==> src/rtl/uart_pkg.sv <==
// rtl/uart_pkg.sv - shared UART types and constants for the rx and tx/echo paths
package uart_pkg;

    typedef enum logic [1:0] {
        IDLE,
        START,
        DATA,
        STOP
    } rx_state_t;

    localparam int DATA_BITS = 8;

endpackage

==> src/rtl/bit_sync.sv <==
// rtl/bit_sync.sv - two-flop synchroniser for a single asynchronous bit
module bit_sync #(
    parameter logic RESET_VAL = 1'b1
) (
    input  logic clk,
    input  logic rst,
    input  logic d,
    output logic q
);

    logic meta;

    // Two back-to-back flops give the first stage a full cycle to resolve
    always_ff @(posedge clk or negedge rst) begin
        if (!rst) begin
            meta <= RESET_VAL;
            q    <= RESET_VAL;
        end else begin
            meta <= d;
            q    <= meta;
        end
    end

endmodule

==> src/rtl/uart_rx.sv <==
// rtl/uart_rx.sv - 8N1 UART receiver with one-byte valid/ready holding register
module uart_rx
    import uart_pkg::*;
#(
    parameter int div_ratio = 868
) (
    input  logic       clk,
    input  logic       rst,
    input  logic       rx,
    output logic [7:0] data,
    output logic       valid,
    input  logic       ready,
    output logic       frame_err,
    output logic       overrun
);

    localparam int CW = $clog2(div_ratio);
    localparam logic [CW-1:0] HALF_LAST = CW'(div_ratio / 2 - 1);
    localparam logic [CW-1:0] BIT_LAST  = CW'(div_ratio - 1);
    localparam logic [2:0]    IDX_LAST  = 3'(DATA_BITS - 1);

    logic                 rx_s;
    logic                 rx_prev;
    rx_state_t            state;
    logic [CW-1:0]        cnt;
    logic [2:0]           idx;
    logic [DATA_BITS-1:0] shreg;
    logic                 byte_done;

    bit_sync #(
        .RESET_VAL (1'b1)
    ) u_rx_sync (
        .clk (clk),
        .rst (rst),
        .d   (rx),
        .q   (rx_s)
    );

    // Frame FSM: start-edge detect, mid-bit sampling, stop-bit check
    always_ff @(posedge clk or negedge rst) begin
        if (!rst) begin
            state     <= IDLE;
            cnt       <= '0;
            idx       <= '0;
            shreg     <= '0;
            rx_prev   <= 1'b1;
            byte_done <= 1'b0;
            frame_err <= 1'b0;
        end else begin
            rx_prev   <= rx_s;
            byte_done <= 1'b0;
            frame_err <= 1'b0;
            case (state)
                IDLE: begin
                    // Only a high-to-low transition starts a frame, so a stuck-low line never retriggers
                    if (rx_prev && !rx_s) begin
                        state <= START;
                        cnt   <= '0;
                    end
                end
                START: begin
                    if (cnt == HALF_LAST) begin
                        cnt <= '0;
                        if (!rx_s) begin
                            state <= DATA;
                            idx   <= '0;
                        end else begin
                            state <= IDLE;
                        end
                    end else begin
                        cnt <= cnt + CW'(1);
                    end
                end
                DATA: begin
                    if (cnt == BIT_LAST) begin
                        cnt   <= '0;
                        shreg <= {rx_s, shreg[DATA_BITS-1:1]};
                        if (idx == IDX_LAST) begin
                            state <= STOP;
                        end else begin
                            idx <= idx + 3'd1;
                        end
                    end else begin
                        cnt <= cnt + CW'(1);
                    end
                end
                STOP: begin
                    // Leave at mid stop bit so the next start edge is never missed
                    if (cnt == BIT_LAST) begin
                        cnt   <= '0;
                        state <= IDLE;
                        if (rx_s) begin
                            byte_done <= 1'b1;
                        end else begin
                            frame_err <= 1'b1;
                        end
                    end else begin
                        cnt <= cnt + CW'(1);
                    end
                end
                default: begin
                    state <= IDLE;
                    cnt   <= '0;
                end
            endcase
        end
    end

    // Holding register: accept a completed byte unless an unconsumed one is still held
    always_ff @(posedge clk or negedge rst) begin
        if (!rst) begin
            data    <= '0;
            valid   <= 1'b0;
            overrun <= 1'b0;
        end else begin
            overrun <= 1'b0;
            if (byte_done) begin
                if (!valid || ready) begin
                    data  <= shreg;
                    valid <= 1'b1;
                end else begin
                    overrun <= 1'b1;
                end
            end else if (valid && ready) begin
                valid <= 1'b0;
            end
        end
    end

endmodule

==> config.mk <==
export PLATFORM = sky130hd
export DESIGN_NAME = uart_rx
export DESIGN_NICKNAME = d
export VERILOG_FILES = /design/src/rtl/uart_pkg.sv /design/src/rtl/bit_sync.sv /design/src/rtl/uart_rx.sv
export SDC_FILE = /design/constraint.sdc
export NUM_CORES = 1
export LEC_CHECK = 0
export CAP_MARGIN = 20
export CORE_MARGIN = 3
export CORE_UTILIZATION = 45
export DETAILED_ROUTE_END_ITERATION = 12
export PLACE_DENSITY = 0.69
export SKIP_CTS_REPAIR_TIMING = 1
export SLEW_MARGIN = 20
export SYNTH_ARGS = -nofsm -noshare
export SYNTH_HDL_FRONTEND = slang
export SYNTH_HIERARCHICAL = 1
export SYNTH_SLANG_ARGS = --single-unit
==> constraint.sdc <==
create_clock -name clk -period 2 [get_ports clk]
set_input_delay 0.6 -clock clk [delete_from_list [all_inputs] [get_ports clk]]
set_output_delay 0.6 -clock clk [all_outputs]
set_load 0.02 [all_outputs]
# After elaboration in Yosys (flattened, before gate mapping)
# Cells that the tools add are included.
# op_classes
n_addsub,2
n_eq_ne,14
muxes,27
n_reduce_logical,14
# op_table
operator,n
$mux W10,3
$pmux W10 S3,1
$ne A2 B2 Y1 const B,7
$mux W2,6
$mux W3,4
$mux W1,11
$add A10 B1 Y10 const B,1
$eq A10 B10 Y1 const B,1
$eq A10 B9 Y1 const B,1
$reduce_and A5 Y1,2
$pmux W2 S4,1
$pmux W3 S2,1
$reduce_and A2 Y1,3
$eq A2 B2 Y1 const B,2
$reduce_bool A2 Y1,2
$add A3 B1 Y3 const B,1
$eq A3 B3 Y1 const B,1
$eq A2 B1 Y1 const B,1
$logic_and A1 B1 Y1,2
$logic_not A1 Y1,2
$logic_not A2 Y1,1
$ne A2 B1 Y1 const B,1
$reduce_or A2 Y1,1
$logic_or A1 B1 Y1,1
# word_totals
register_bits,38
output_inout_bits,11

# Logic depth before layout (Yosys ltp)
# depth
word_depth,4
mapped_depth,6
mapped_depth_nobuf,6

# Hierarchy
# The synthesis kept the hierarchy.
# by_module_without_submodules
mod,n_inst,cells_per_inst,area_per_inst_um2,seq_area_each_um2
uart_rx,1,146,1679.1,902.1
bit_sync,1,2,52.6,52.6

# Least setup slack after synthesis
# Ideal clock, no wire load.
# synth_timing
kind,reg-to-reg
startpoint,reg cnt[2]
endpoint,reg cnt[9]
t_arrival_ns,1.763
slack_ns,0.110
stages_incl_launch_ff,5
n_path_buf,0
synth_period_minus_slack_ns,1.890
path_cell_list,dfrtp_1 -> or3b_1 -> o311a_4 -> or2_1 -> a311o_1
# synth_via
elab_chain_cells,3
# synth_rtl
element,line,text
from (decl),uart_rx.sv:25,logic [CW-1:0] cnt;
from (signal assigned),uart_rx.sv:71,cnt <= cnt + CW'(1);
from (signal assigned),uart_rx.sv:84,cnt <= cnt + CW'(1);
from (signal assigned),uart_rx.sv:98,cnt <= cnt + CW'(1);
"$add A10 B1 Y10, or another cell as far along","uart_rx.sv:71, uart_rx.sv:84, uart_rx.sv:98",
$mux W10 (on tied branches),"uart_rx.sv:75, uart_rx.sv:89, uart_rx.sv:62",
$pmux W10 S3 (*),uart_rx.sv:53,case (state)
# Mark *: on every way between the ends. The rest lies on a longest branch, timed or not.
# A chain may end at the register's enable or synchronous reset.

# Final worst setup path
# layout_timing
startpoint,reg cnt[1]
endpoint,reg cnt[9]
# The elaborated chain is that of the path after synthesis.

==> impl_metrics.json <==
{
  "core_um2": 3521,
  "reg2reg_depth": 6,
  "dp.final_hpwl_um": 2367,
  "die_height_um": 68.04,
  "num_io_pins": 15,
  "dieArea_um2": 4629,
  "maxSlewHeadroom_pct": 71.73,
  "fmax_mhz": 517.8,
  "grt_pass1_wl_um": 5416,
  "min_delay_worst_endpoint": "u_rx_sync/q$_DFF_PN1_",
  "cts.path.max_buffers": 2,
  "drcViolationCount": 0,
  "final_layout_size_suffix_gt1_share_pct": 26.29,
  "antenna_found_initial": 0,
  "fillers": 296,
  "min_from": "u_rx_sync/meta$_DFF_PN1_",
  "ff_latch_area_um2": 955.9,
  "finClkSkew_ns": 0.008098,
  "powerDensity_nw_per_um2": 860.6,
  "worstPathMaxFanout": 8,
  "drt_first_pass_iters": 4,
  "syn_inst": 148,
  "layout_commonest_cell": "dfrtp_1",
  "track_usage_pct": 15.84,
  "finalHoldViolations": 0,
  "r2r_end": "cnt[9]$_DFFE_PN0N_",
  "arrival_ns": 2.09,
  "io_buffer_count": 14,
  "worst_slew_pin_slew_ns": 0.4225,
  "seq_area_frac_synth_pct": 55.13,
  "gr-total-overflow": 0,
  "yosys.area_share.simple_pct": 17.05,
  "fin_crit_ns": 1.931,
  "setup_viol_count_final": 0,
  "vias_per_cell": 5.507,
  "fin_ws_ns": 0.06887,
  "wirelength_um": 3215,
  "multiInputGateArea_um2": 750.7,
  "cts.htree.levels": 2,
  "power.leakage_nw": 0.9442,
  "clock_sinks": 38,
  "hp-class": "flip-flop to flip-flop",
  "worstSetupPathType": "flip-flop to flip-flop",
  "rsz0062_at_grt": "no",
  "async_reset_ff_share_pct": 100.0,
  "clock_latency_ns": 0.28,
  "antenna_cells": 0,
  "cp.required_ns": 2.16,
  "synth_edf_count": 0,
  "layout_common_cells": "dfrtp_1, nand2_1, mux2_2",
  "start_kind": "flip-flop",
  "r2r_setup_slack_ns": 0.07,
  "synth_top_family_by_area": "simple AND/OR/NAND/NOR gates",
  "yosysWarningCount": 6,
  "synth.mux.area_fraction_pct": 11.71,
  "pre_cts_ws_ns": 0.04253,
  "syn_avg_cell_area_um2": 11.70,
  "peakVddDrop_uv": 510.3,
  "root_buffer": "clkbuf_8",
  "finalMaxSlewViolations": 0,
  "area_delta_synth_final_pct": 20.52,
  "regToRegStartpoint": "cnt[1]$_DFFE_PN0N_",
  "cts_tree": "built",
  "synth_nets": 156,
  "synth-compound-area-share_pct": 10.91,
  "drt-wirelength-per-cell_um": 14.55,
  "gp_congestion": 0.8356,
  "rows": 21,
  "tns_ns": 0,
  "vias": 1217,
  "drtIter0Drc": 43,
  "cap_violations": 0,
  "antenna_left": 0,
  "post-route-period-util_pct": 96.56,
  "cts.clk_slew.worst_paths_ns": 0.08,
  "ys_ff_latch": 38,
  "synth_adder_area_share_pct": 2.890,
  "die_w_um": 68.04,
  "synth_flop_cell": "dfrtp_1",
  "end_kind": "flip-flop",
  "synth_cell_types": 41,
  "grt_pass1_vias": 1230,
  "synthXorXnorAreaFrac_pct": 0.5058,
  "finalNetCount": 182,
  "holdPathStages": 0,
  "grt_max_degree": 39,
  "cts_made_buffers": 5,
  "start_util_pct": 49.18,
  "synth_area_um2": 1732,
  "status": "finished clean"
}
==> worst max-delay path by stage <==
stage                  startpoint  slack [ns]                  end
6_report       cnt[1]$_DFFE_PN0N_        0.07   cnt[9]$_DFFE_PN0N_
3_3_place_gp                ready         0.1  data[3]$_DFFE_PN0P_
3_5_place_dp                ready        0.04  data[3]$_DFFE_PN0P_
2_1_floorplan  cnt[2]$_DFFE_PN0N_        0.11   cnt[9]$_DFFE_PN0N_
4_1_cts        cnt[1]$_DFFE_PN0N_        0.05   cnt[9]$_DFFE_PN0N_
5_1_grt        cnt[1]$_DFFE_PN0N_        0.02   cnt[9]$_DFFE_PN0N_
==> cell families (layout without fill, tap and decap cells) <==
family,Yosys count,after routing
simple gates,54,54
flops,38,38
compound gates,26,26
mux,18,18
buf+inv,7,34
fa+ha+maj,4,4
xor+xnor,1,1
==> critical path: stages, from the launching register on <==
cell	delay, ns
dfrtp_2	0.45
inv_1	0.08
ha_1	0.14
nand4bb_1	0.17
o311a_4	0.39
or2_1	0.25
a311o_1	0.32
==> per-layer routing <==
| metal | routed length, µm | vias up | global-route usage [%] |
|---|---|---|---|
| met1 | 1428 | 601 | 19.17 |
| met2 | 1655 | 27 | 26.47 |
| met4 | 23 | 0 | 6.700 |
| li1 | - | 585 | - |
| met3 | 108 | 4 | 4.269 |
| met5 | 0 | - | 0 |
==> Yosys cell counts, types with 2 or more instances <==
library cell | n | area share (%)
o211ai_1 | 4 | 1.7
nor2_1 | 8 | 1.7
inv_1 | 4 | 0.87
a21boi_0 | 2 | 0.87
nor3_1 | 4 | 1.2
nor3b_1 | 2 | 0.87
dfrtp_1 | 35 | 51
ha_1 | 4 | 2.9
mux2_2 | 18 | 12
nand2_1 | 18 | 3.9
a22o_1 | 2 | 1.0
nand3_1 | 2 | 0.58
o21ai_0 | 11 | 3.2
nand4_1 | 4 | 1.4
nor4_1 | 2 | 0.72
dfstp_2 | 3 | 4.6
==> final cells by class <==
cell class	count	share of cell area (%)
Clock buffer	6	3.957
Inverter	4	0.7194
Clock inverter	2	0.5995
Timing Repair Buffer	22	10.19
Multi-Input combinational cell	103	35.97
Tap cell	46	2.758
Sequential cell	38	45.80
==> power by group <==
part           switching (W)  leakage [nW]  internal [W]
Clock               0.000260        0.0472      0.000277
Sequential         0.0000543         0.513      0.000823
Combinational       0.000223         0.384      0.000158
Total               0.000537         0.944       0.00126
==> sequential cells by signal, summed over array words and instances (netlist names), named ones only <==
register and cells:
overrun 1, state 1, rx_prev 1, valid 1
idx 3, byte_done 1, shreg 8, cnt 10
frame_err 1, data 8, u_rx_sync/meta 1, u_rx_sync/q 1
==> through the flow <==
step	instances	hold WS, ns	power, W	cell area [µm²]	util [%]
floorplan	148	0.3044	0.001119	1732	-
global placement	213	0.3490	0.001242	1986	56.40
detailed placement	213	0.3542	0.001265	1986	56.40
CTS	221	0.3650	0.001807	2081	59.10
global route	221	0.3668	0.001899	2087	59.28
finish	221	0.3624	0.001796	2087	59.28
(Power assumes the default switching activity.)
